[config.mk]
export PLATFORM = sky130hd
export DESIGN_NAME = dircc_counter_send_handler
export DESIGN_NICKNAME = d
export VERILOG_FILES = /design/src/rtl/dircc_counter_send_handler.sv
export SDC_FILE = /design/constraint.sdc
export NUM_CORES = 1
export LEC_CHECK = 0
export BUFFER_PORTS_ARGS = -buffer_cell sky130_fd_sc_hd__buf_4
export CORE_AREA = 10 10 118 120
export DETAILED_ROUTE_END_ITERATION = 10
export DIE_AREA = 0 0 128 130
export PLACE_DENSITY = 0.58
export SLEW_MARGIN = 15
export SYNTH_ARGS = -nofsm -noshare
export SYNTH_HDL_FRONTEND = slang
export SYNTH_SLANG_ARGS = --single-unit
[constraint.sdc]
create_clock -name clk -period 2.2 [get_ports clk]
set_input_delay 0.66 -clock clk [delete_from_list [all_inputs] [get_ports clk]]
set_output_delay 0.66 -clock clk [all_outputs]
set_load 0.01 [all_outputs]
[src/rtl/dircc_counter_send_handler.sv]
// ---------------------------------------------------------------------------
// dircc_counter_send_handler
//
// Sits after the counter RTS stage. When the registered rts_ready flag is
// seen for the device the state store is presenting, this block latches that
// device's index and count. It sends one counter packet on the network port
// using a valid/ready handshake. It then writes the device state back with
// rts cleared and the count advanced (saturating). After that it waits one
// guard cycle so the registered upstream flag can catch up with the
// writeback.
//
// Ports
//   clk            in   clock
//   reset_n        in   asynchronous, active-low reset
//   rts_ready_i    in   registered ready-to-send from the RTS stage
//   dev_idx_i      in   device index presented by the state store
//   state_count_i  in   count field of the presented device state
//   pkt_valid_o    out  packet valid to the network port
//   pkt_ready_i    in   network port accepts the packet
//   pkt_src_o      out  source device index of the packet
//   pkt_data_o     out  payload: zero-extended captured count
//   state_we_o     out  one-cycle state store write strobe
//   state_idx_o    out  device index being written
//   state_count_o  out  new count value (saturating increment)
//   state_rts_o    out  new rts flag, always 0
//   busy_o         out  high whenever the FSM is not IDLE
//   sent_total_o   out  packets sent since reset, wraps at 2^32
// ---------------------------------------------------------------------------
module dircc_counter_send_handler #(
    parameter int DEV_IDX_W = 4,
    parameter int COUNT_W   = 16,
    parameter int PAYLOAD_W = 32
) (
    input  logic                 clk,
    input  logic                 reset_n,
    input  logic                 rts_ready_i,
    input  logic [DEV_IDX_W-1:0] dev_idx_i,
    input  logic [COUNT_W-1:0]   state_count_i,
    output logic                 pkt_valid_o,
    input  logic                 pkt_ready_i,
    output logic [DEV_IDX_W-1:0] pkt_src_o,
    output logic [PAYLOAD_W-1:0] pkt_data_o,
    output logic                 state_we_o,
    output logic [DEV_IDX_W-1:0] state_idx_o,
    output logic [COUNT_W-1:0]   state_count_o,
    output logic                 state_rts_o,
    output logic                 busy_o,
    output logic [31:0]          sent_total_o
);

    typedef enum logic [1:0] {
        ST_IDLE,
        ST_SEND,
        ST_WRBACK,
        ST_GUARD
    } state_t;

    state_t               r_state;
    logic [DEV_IDX_W-1:0] r_cap_idx;
    logic [COUNT_W-1:0]   r_cap_count;
    logic                 r_pkt_valid;
    logic [DEV_IDX_W-1:0] r_pkt_src;
    logic [PAYLOAD_W-1:0] r_pkt_data;
    logic                 r_state_we;
    logic [DEV_IDX_W-1:0] r_state_idx;
    logic [COUNT_W-1:0]   r_state_count;
    logic                 r_busy;
    logic [31:0]          r_sent_total;

    // Saturating increment of the captured count. An all-ones count stays
    // all-ones, so the count cannot wrap back to zero.
    logic [COUNT_W-1:0]   w_count_next;
    assign w_count_next = (r_cap_count == {COUNT_W{1'b1}})
                        ? r_cap_count
                        : r_cap_count + {{(COUNT_W-1){1'b0}}, 1'b1};

    // NOTE: asynchronous reset clears every register, including the capture
    // registers. A packet or writeback in progress is dropped without a
    // partial write.
    always_ff @(posedge clk or negedge reset_n) begin
        if (!reset_n) begin
            r_state       <= ST_IDLE;
            r_cap_idx     <= '0;
            r_cap_count   <= '0;
            r_pkt_valid   <= 1'b0;
            r_pkt_src     <= '0;
            r_pkt_data    <= '0;
            r_state_we    <= 1'b0;
            r_state_idx   <= '0;
            r_state_count <= '0;
            r_busy        <= 1'b0;
            r_sent_total  <= '0;
        end else begin
            // NOTE: non-blocking assignments throughout. Every register
            // updates from the values held before this edge, so the order
            // of the statements below does not matter.
            case (r_state)
                ST_IDLE: begin
                    if (rts_ready_i) begin
                        r_cap_idx   <= dev_idx_i;
                        r_cap_count <= state_count_i;
                        r_pkt_valid <= 1'b1;
                        r_pkt_src   <= dev_idx_i;
                        r_pkt_data  <= PAYLOAD_W'(state_count_i);
                        r_busy      <= 1'b1;
                        r_state     <= ST_SEND;
                    end
                end
                ST_SEND: begin
                    // Valid is high for the whole of SEND. The packet
                    // registers hold until the port accepts.
                    if (pkt_ready_i) begin
                        r_pkt_valid   <= 1'b0;
                        r_pkt_src     <= '0;
                        r_pkt_data    <= '0;
                        r_state_we    <= 1'b1;
                        r_state_idx   <= r_cap_idx;
                        r_state_count <= w_count_next;
                        r_sent_total  <= r_sent_total + 32'd1;
                        r_state       <= ST_WRBACK;
                    end
                end
                ST_WRBACK: begin
                    r_state_we    <= 1'b0;
                    r_state_idx   <= '0;
                    r_state_count <= '0;
                    r_state       <= ST_GUARD;
                end
                ST_GUARD: begin
                    // rts_ready_i is still registered from before the
                    // writeback, so it is deliberately not looked at here.
                    r_busy  <= 1'b0;
                    r_state <= ST_IDLE;
                end
                default: begin
                    r_state <= ST_IDLE;
                end
            endcase
        end
    end

    assign pkt_valid_o   = r_pkt_valid;
    assign pkt_src_o     = r_pkt_src;
    assign pkt_data_o    = r_pkt_data;
    assign state_we_o    = r_state_we;
    assign state_idx_o   = r_state_idx;
    assign state_count_o = r_state_count;
    assign state_rts_o   = 1'b0;
    assign busy_o        = r_busy;
    assign sent_total_o  = r_sent_total;

endmodule
# After elaboration in Yosys (flattened, before gate mapping)
# Index checks and enable logic that the tools add are counted.
[word_totals] register_bits=113 input_bits=24 output_inout_bits=92 word_cells=49
[op_classes] add_sub_neg=2 eq_ne=6 mux=20 reduce_logical=10
[op_table] op="two-way mux 32 bit" count=2
[op_table] op="one-hot mux 32 bit (2 select lines)" count=1
[op_table] op="adder 32 x 1 -> 32 bit (second input constant)" count=1
[op_table] op="two-way mux 16 bit" count=2
[op_table] op="one-hot mux 16 bit (2 select lines)" count=1
[op_table] op="adder 16 x 1 -> 16 bit (second input constant)" count=1
[op_table] op="equality test 16 bit (second input constant)" count=1
[op_table] op="one-hot mux 4 bit (2 select lines)" count=2
[op_table] op="two-way mux 4 bit" count=3
[op_table] op="AND reduction 2 bit" count=5
[op_table] op="one-hot mux 2 bit (4 select lines)" count=1
[op_table] op="one-hot mux 1 bit (2 select lines)" count=3
[op_table] op="nonzero test 2 bit" count=3
[op_table] op="equality test 2 bit (second input constant)" count=2
[op_table] op="two-way mux 2 bit" count=2
[op_table] op="!= test 2 bit (second input constant)" count=2
[op_table] op="two-way mux 1 bit" count=3
[op_table] op="AND reduction 3 bit" count=1
[op_table] op="equality test 2 x 1 -> 1 bit (second input constant)" count=1
[op_table] op="logical NOT 2 bit" count=1

# Logic depth before layout (Yosys ltp)
[depth] depth_word=4 ltp_mapped=8 ltp_nobuf=7

# Worst setup path after synthesis
# OpenSTA, ideal clock, no wires.
[synth_path] kind="reg-to-reg" start="register r_state[1]" end="register r_sent_total[27], in the netlist sent_total_o[27]" setup_time_ns=0.125 arrival_time_ns=1.694 required_ns=2.075 slack_ns=0.381 path_stages_with_launch=9 path_buffers=1 period_less_slack_ns=1.819 cell_sequence="dfrtp_1 inv_1 ha_1 and4_1 buf_2 nand4_1 nor2_2 nand4_1 xnor2_1"
[synth_via] elab_chain_len=2
[synth_rtl] item="from (decl)" line="58" source="state_t r_state;"
[synth_rtl] item="from (signal assigned)" line="82" source="r_state <= ST_IDLE;"
[synth_rtl] item="from (signal assigned)" line="106" source="r_state <= ST_SEND;"
[synth_rtl] item="from (signal assigned)" line="120" source="r_state <= ST_WRBACK;"
[synth_rtl] item="equality test 2 x 1 -> 1 bit" line="97" source="case (r_state)"
[synth_rtl] item="AND reduction 2 bit (no source line)"
[synth_rtl] item="to (signal assigned)" line="119" source="r_sent_total <= r_sent_total + 32'd1;"
[synth_rtl] item="to (decl)" line="68" source="logic [31:0] r_sent_total;"
# Every way passes these cells.
# A chain may end at the register's enable or synchronous reset.

# Final worst setup path
[layout_path] start="register r_state[1]" end="register r_sent_total[24], in the netlist sent_total_o[24]"
# Same word-level chain as after synthesis.

==> impl_metrics.ini <==
[status]
status = finished clean

[global_route]
overflow = 0
grt_pass1_wl_um = 17060
grt_max_degree = 41
antenna_found_initial = 0
grtUsageMet1_pct = 14.81
grt_usage_pct = 12.81
use_met3_pct = 4.462
grt_pass1_vias = 3269
grt_busiest_layer = met2
use_met2_pct = 21.35

[clock_tree]
cts_tree = built
clockRootBuffer = clkbuf_16
post_cts_buffers = 0
post_cts_resized = 0
cts-buffers-inserted = 9
insertion_delay_ns = 0.34
clockBufferDepth = 2
hold_buffers = 0
htree_levels = 3
cts.sinks = 97
path_clk_slew_ns = 0.06

[die]
row_count = 40
start_util_pct = 36.82
core_area_um2 = 11710
die_h_um = 130
die_area_um2 = 16640
io-pin-count = 116
die_w_um = 128

[critical_path]
criticalPathCategory = reg2reg
required_ns = 2.43
cpLargestDelayFamily = simple AND/OR/NAND/NOR gates
crit_buf_inv = 1
cpPeakStageDelay_ns = 0.41
startpoint_type = register
slowest_stage = dfrtp_1
endpoint_kind = register
critPathArrivalTime_ns = 2.21
rr_worst_depth = 7
crit_chain = inv_1 > ha_1 > and4_2 > nand4_2 > nor2_1 > nand4_1 > xnor2_1
path_depth = 7
cp_max_fo = 6

[placement]
placedCellCount = 616
dpl.hpwl_um = 7737
place_area_um2 = 5226
place_congestion = 0.7664
port_buffers = 98

[timing]
relSlewSlack_pct = 29.98
post-route-period-util_pct = 90.10
setup-violations-final = 0
max_freq_mhz = 504.5
drv_slew = 0
finalHoldViolCount = 0
tightestPinTransition_ns = 1.049
whs_ns = 0.2477
rsz0062_at_grt = yes
period_minus_slack_ns = 1.982
fin_worst_skew_ns = 0.009344

[final_layout]
fin_nets = 511
fill_cells = 1104
final_cell_area_um2 = 5515
n_antenna_cell = 0
drive_above_1_share_pct = 32.37
area_delta_synth_final_pct = 27.92
final_common_cell = buf_4
fin_cells = 632
final_cell_mix = buf_4, dfrtp_1, nand2_1

[route]
first_pass_iters = 4
wl_um = 10320
drt-initial-drc-count = 140
avgViaCountPerCell = 4.809
wl_per_cell_um = 16.32
vias = 3039
detail-route-antenna-nets = 0
drc = 0

[synth]
yosysSeqAreaShare_pct = 56.30
syn_avg_cell_area_um2 = 11.62
syn_area_um2 = 4312
yosys_register_bits = 97
syn-instance-count = 371
yosys_warnings = 0
ys_types = 38

[power]
power_uw = 6594
irDropWorstVdd_uv = 557.8
powerDensity_nw_per_um2 = 1196
p_leak_uw = 0.002681

[flow_run]
maxCapViolCount = 0

[hold_path]
hold_class = in2async
## power by group
group,switching (uW),leakage [uW],internal (uW),total (uW)
logic,1130,0.00127,1120,2250
registers,509,0.00127,2330,2840
clock network,642,0.000140,863,1500
total,2280,0.00268,4310,6590
## layout make-up
class | count | area, um2 | share of cell area [%]
Tap cell | 147 | 183.9 | 3.335
Clock buffer | 15 | 277.8 | 5.036
Timing Repair Buffer | 109 | 830.8 | 15.06
Inverter | 6 | 22.52 | 0.4083
Clock inverter | 1 | 8.758 | 0.1588
Sequential cell | 97 | 2427 | 44.01
Multi-Input combinational cell | 257 | 1764 | 31.99
## synthesized netlist by cell type
cell type / number / area share, %
and3_1: 5 / 0.73
mux2i_1: 3 / 0.70
nand4_4: 1 / 0.49
nor3_1: 4 / 0.46
a21o_1: 2 / 0.35
nand4_2: 2 / 0.58
a22o_1: 24 / 4.9
nor2_2: 1 / 0.15
or2_2: 2 / 0.29
buf_2: 1 / 0.12
nor2_1: 19 / 1.7
clkbuf_1: 9 / 0.78
nand2b_1: 1 / 0.15
and4_1: 6 / 1.2
o21ai_2: 1 / 0.20
or3_1: 1 / 0.15
mux2_2: 22 / 5.7
o22ai_1: 1 / 0.15
a31o_2: 1 / 0.20
nand4_1: 10 / 1.5
nand2_1: 41 / 3.6
and2_1: 3 / 0.44
a31oi_1: 2 / 0.29
nor4_1: 1 / 0.15
nor3b_1: 1 / 0.17
buf_4: 17 / 3.0
a311oi_1: 1 / 0.20
o21ai_0: 20 / 2.3
nor4_4: 1 / 0.49
conb_1: 1 / 0.087
o31ai_1: 2 / 0.35
a21oi_1: 3 / 0.35
nand3_1: 14 / 1.6
inv_1: 6 / 0.52
dfrtp_1: 97 / 56
xor2_1: 10 / 2.0
xnor2_1: 28 / 5.7
ha_1: 7 / 2.0
## state kept, by name, indices dropped and copies added, names as in the netlist
register / cells
r_cap_count: 16
r_state: 2
r_cap_idx: 4
busy_o: 1
pkt_src_o: 4
pkt_data_o: 16
pkt_valid_o: 1
sent_total_o: 32
state_idx_o: 4
state_we_o: 1
state_count_o: 16
## kinds of logic (layout without fill, tap and decap cells)
| group | Yosys count | count (layout) | synth area share [%] |
|---|---|---|---|
| other | 1 | 17 | 0.08697 |
| XOR/XNOR | 38 | 38 | 7.719 |
| flip-flops | 97 | 97 | 56.30 |
| adder cells (fa/ha/maj) | 7 | 7 | 2.031 |
| AO/OA/AOI/OAI | 57 | 57 | 9.286 |
| AND/OR/NAND/NOR | 113 | 113 | 13.76 |
| buffers and inverters | 33 | 131 | 4.382 |
| multiplexers | 25 | 25 | 6.442 |
## routing by layer
metal  routed length (um)  up-vias
li1                     -     1481
met2                 5050       79
met1                 4327     1468
met4                  164        0
met5                    0        -
met3                  773       11
## through the flow
step | setup WS (ns) | TNS [ns] | utilization (%)
6_report | 0.2178 | 0 | 47.09
3_3_place_gp | 0.1972 | 0 | 44.63
5_1_grt | -0.01260 | -0.02140 | 47.09
2_1_floorplan | 0.3812 | 0 | -
4_1_cts | 0.09156 | 0 | 47.07
3_5_place_dp | 0.1040 | 0 | 44.63
## path summary, 6_finish.rpt
kind                       slack [ns]        startpoint          endpoint
hold / removal                   0.25           reset_n            busy_o
setup / recovery                 0.22        r_state[1]  sent_total_o[24]
max in group asynchronous        1.40           reset_n   r_cap_count[13]
min in group clk                 0.48  sent_total_o[31]  sent_total_o[31]
hold reg to reg                  0.48  sent_total_o[31]  sent_total_o[31]
setup reg to reg                 0.22        r_state[1]  sent_total_o[24]
No activity file was read; power rests on OpenSTA's default activity.
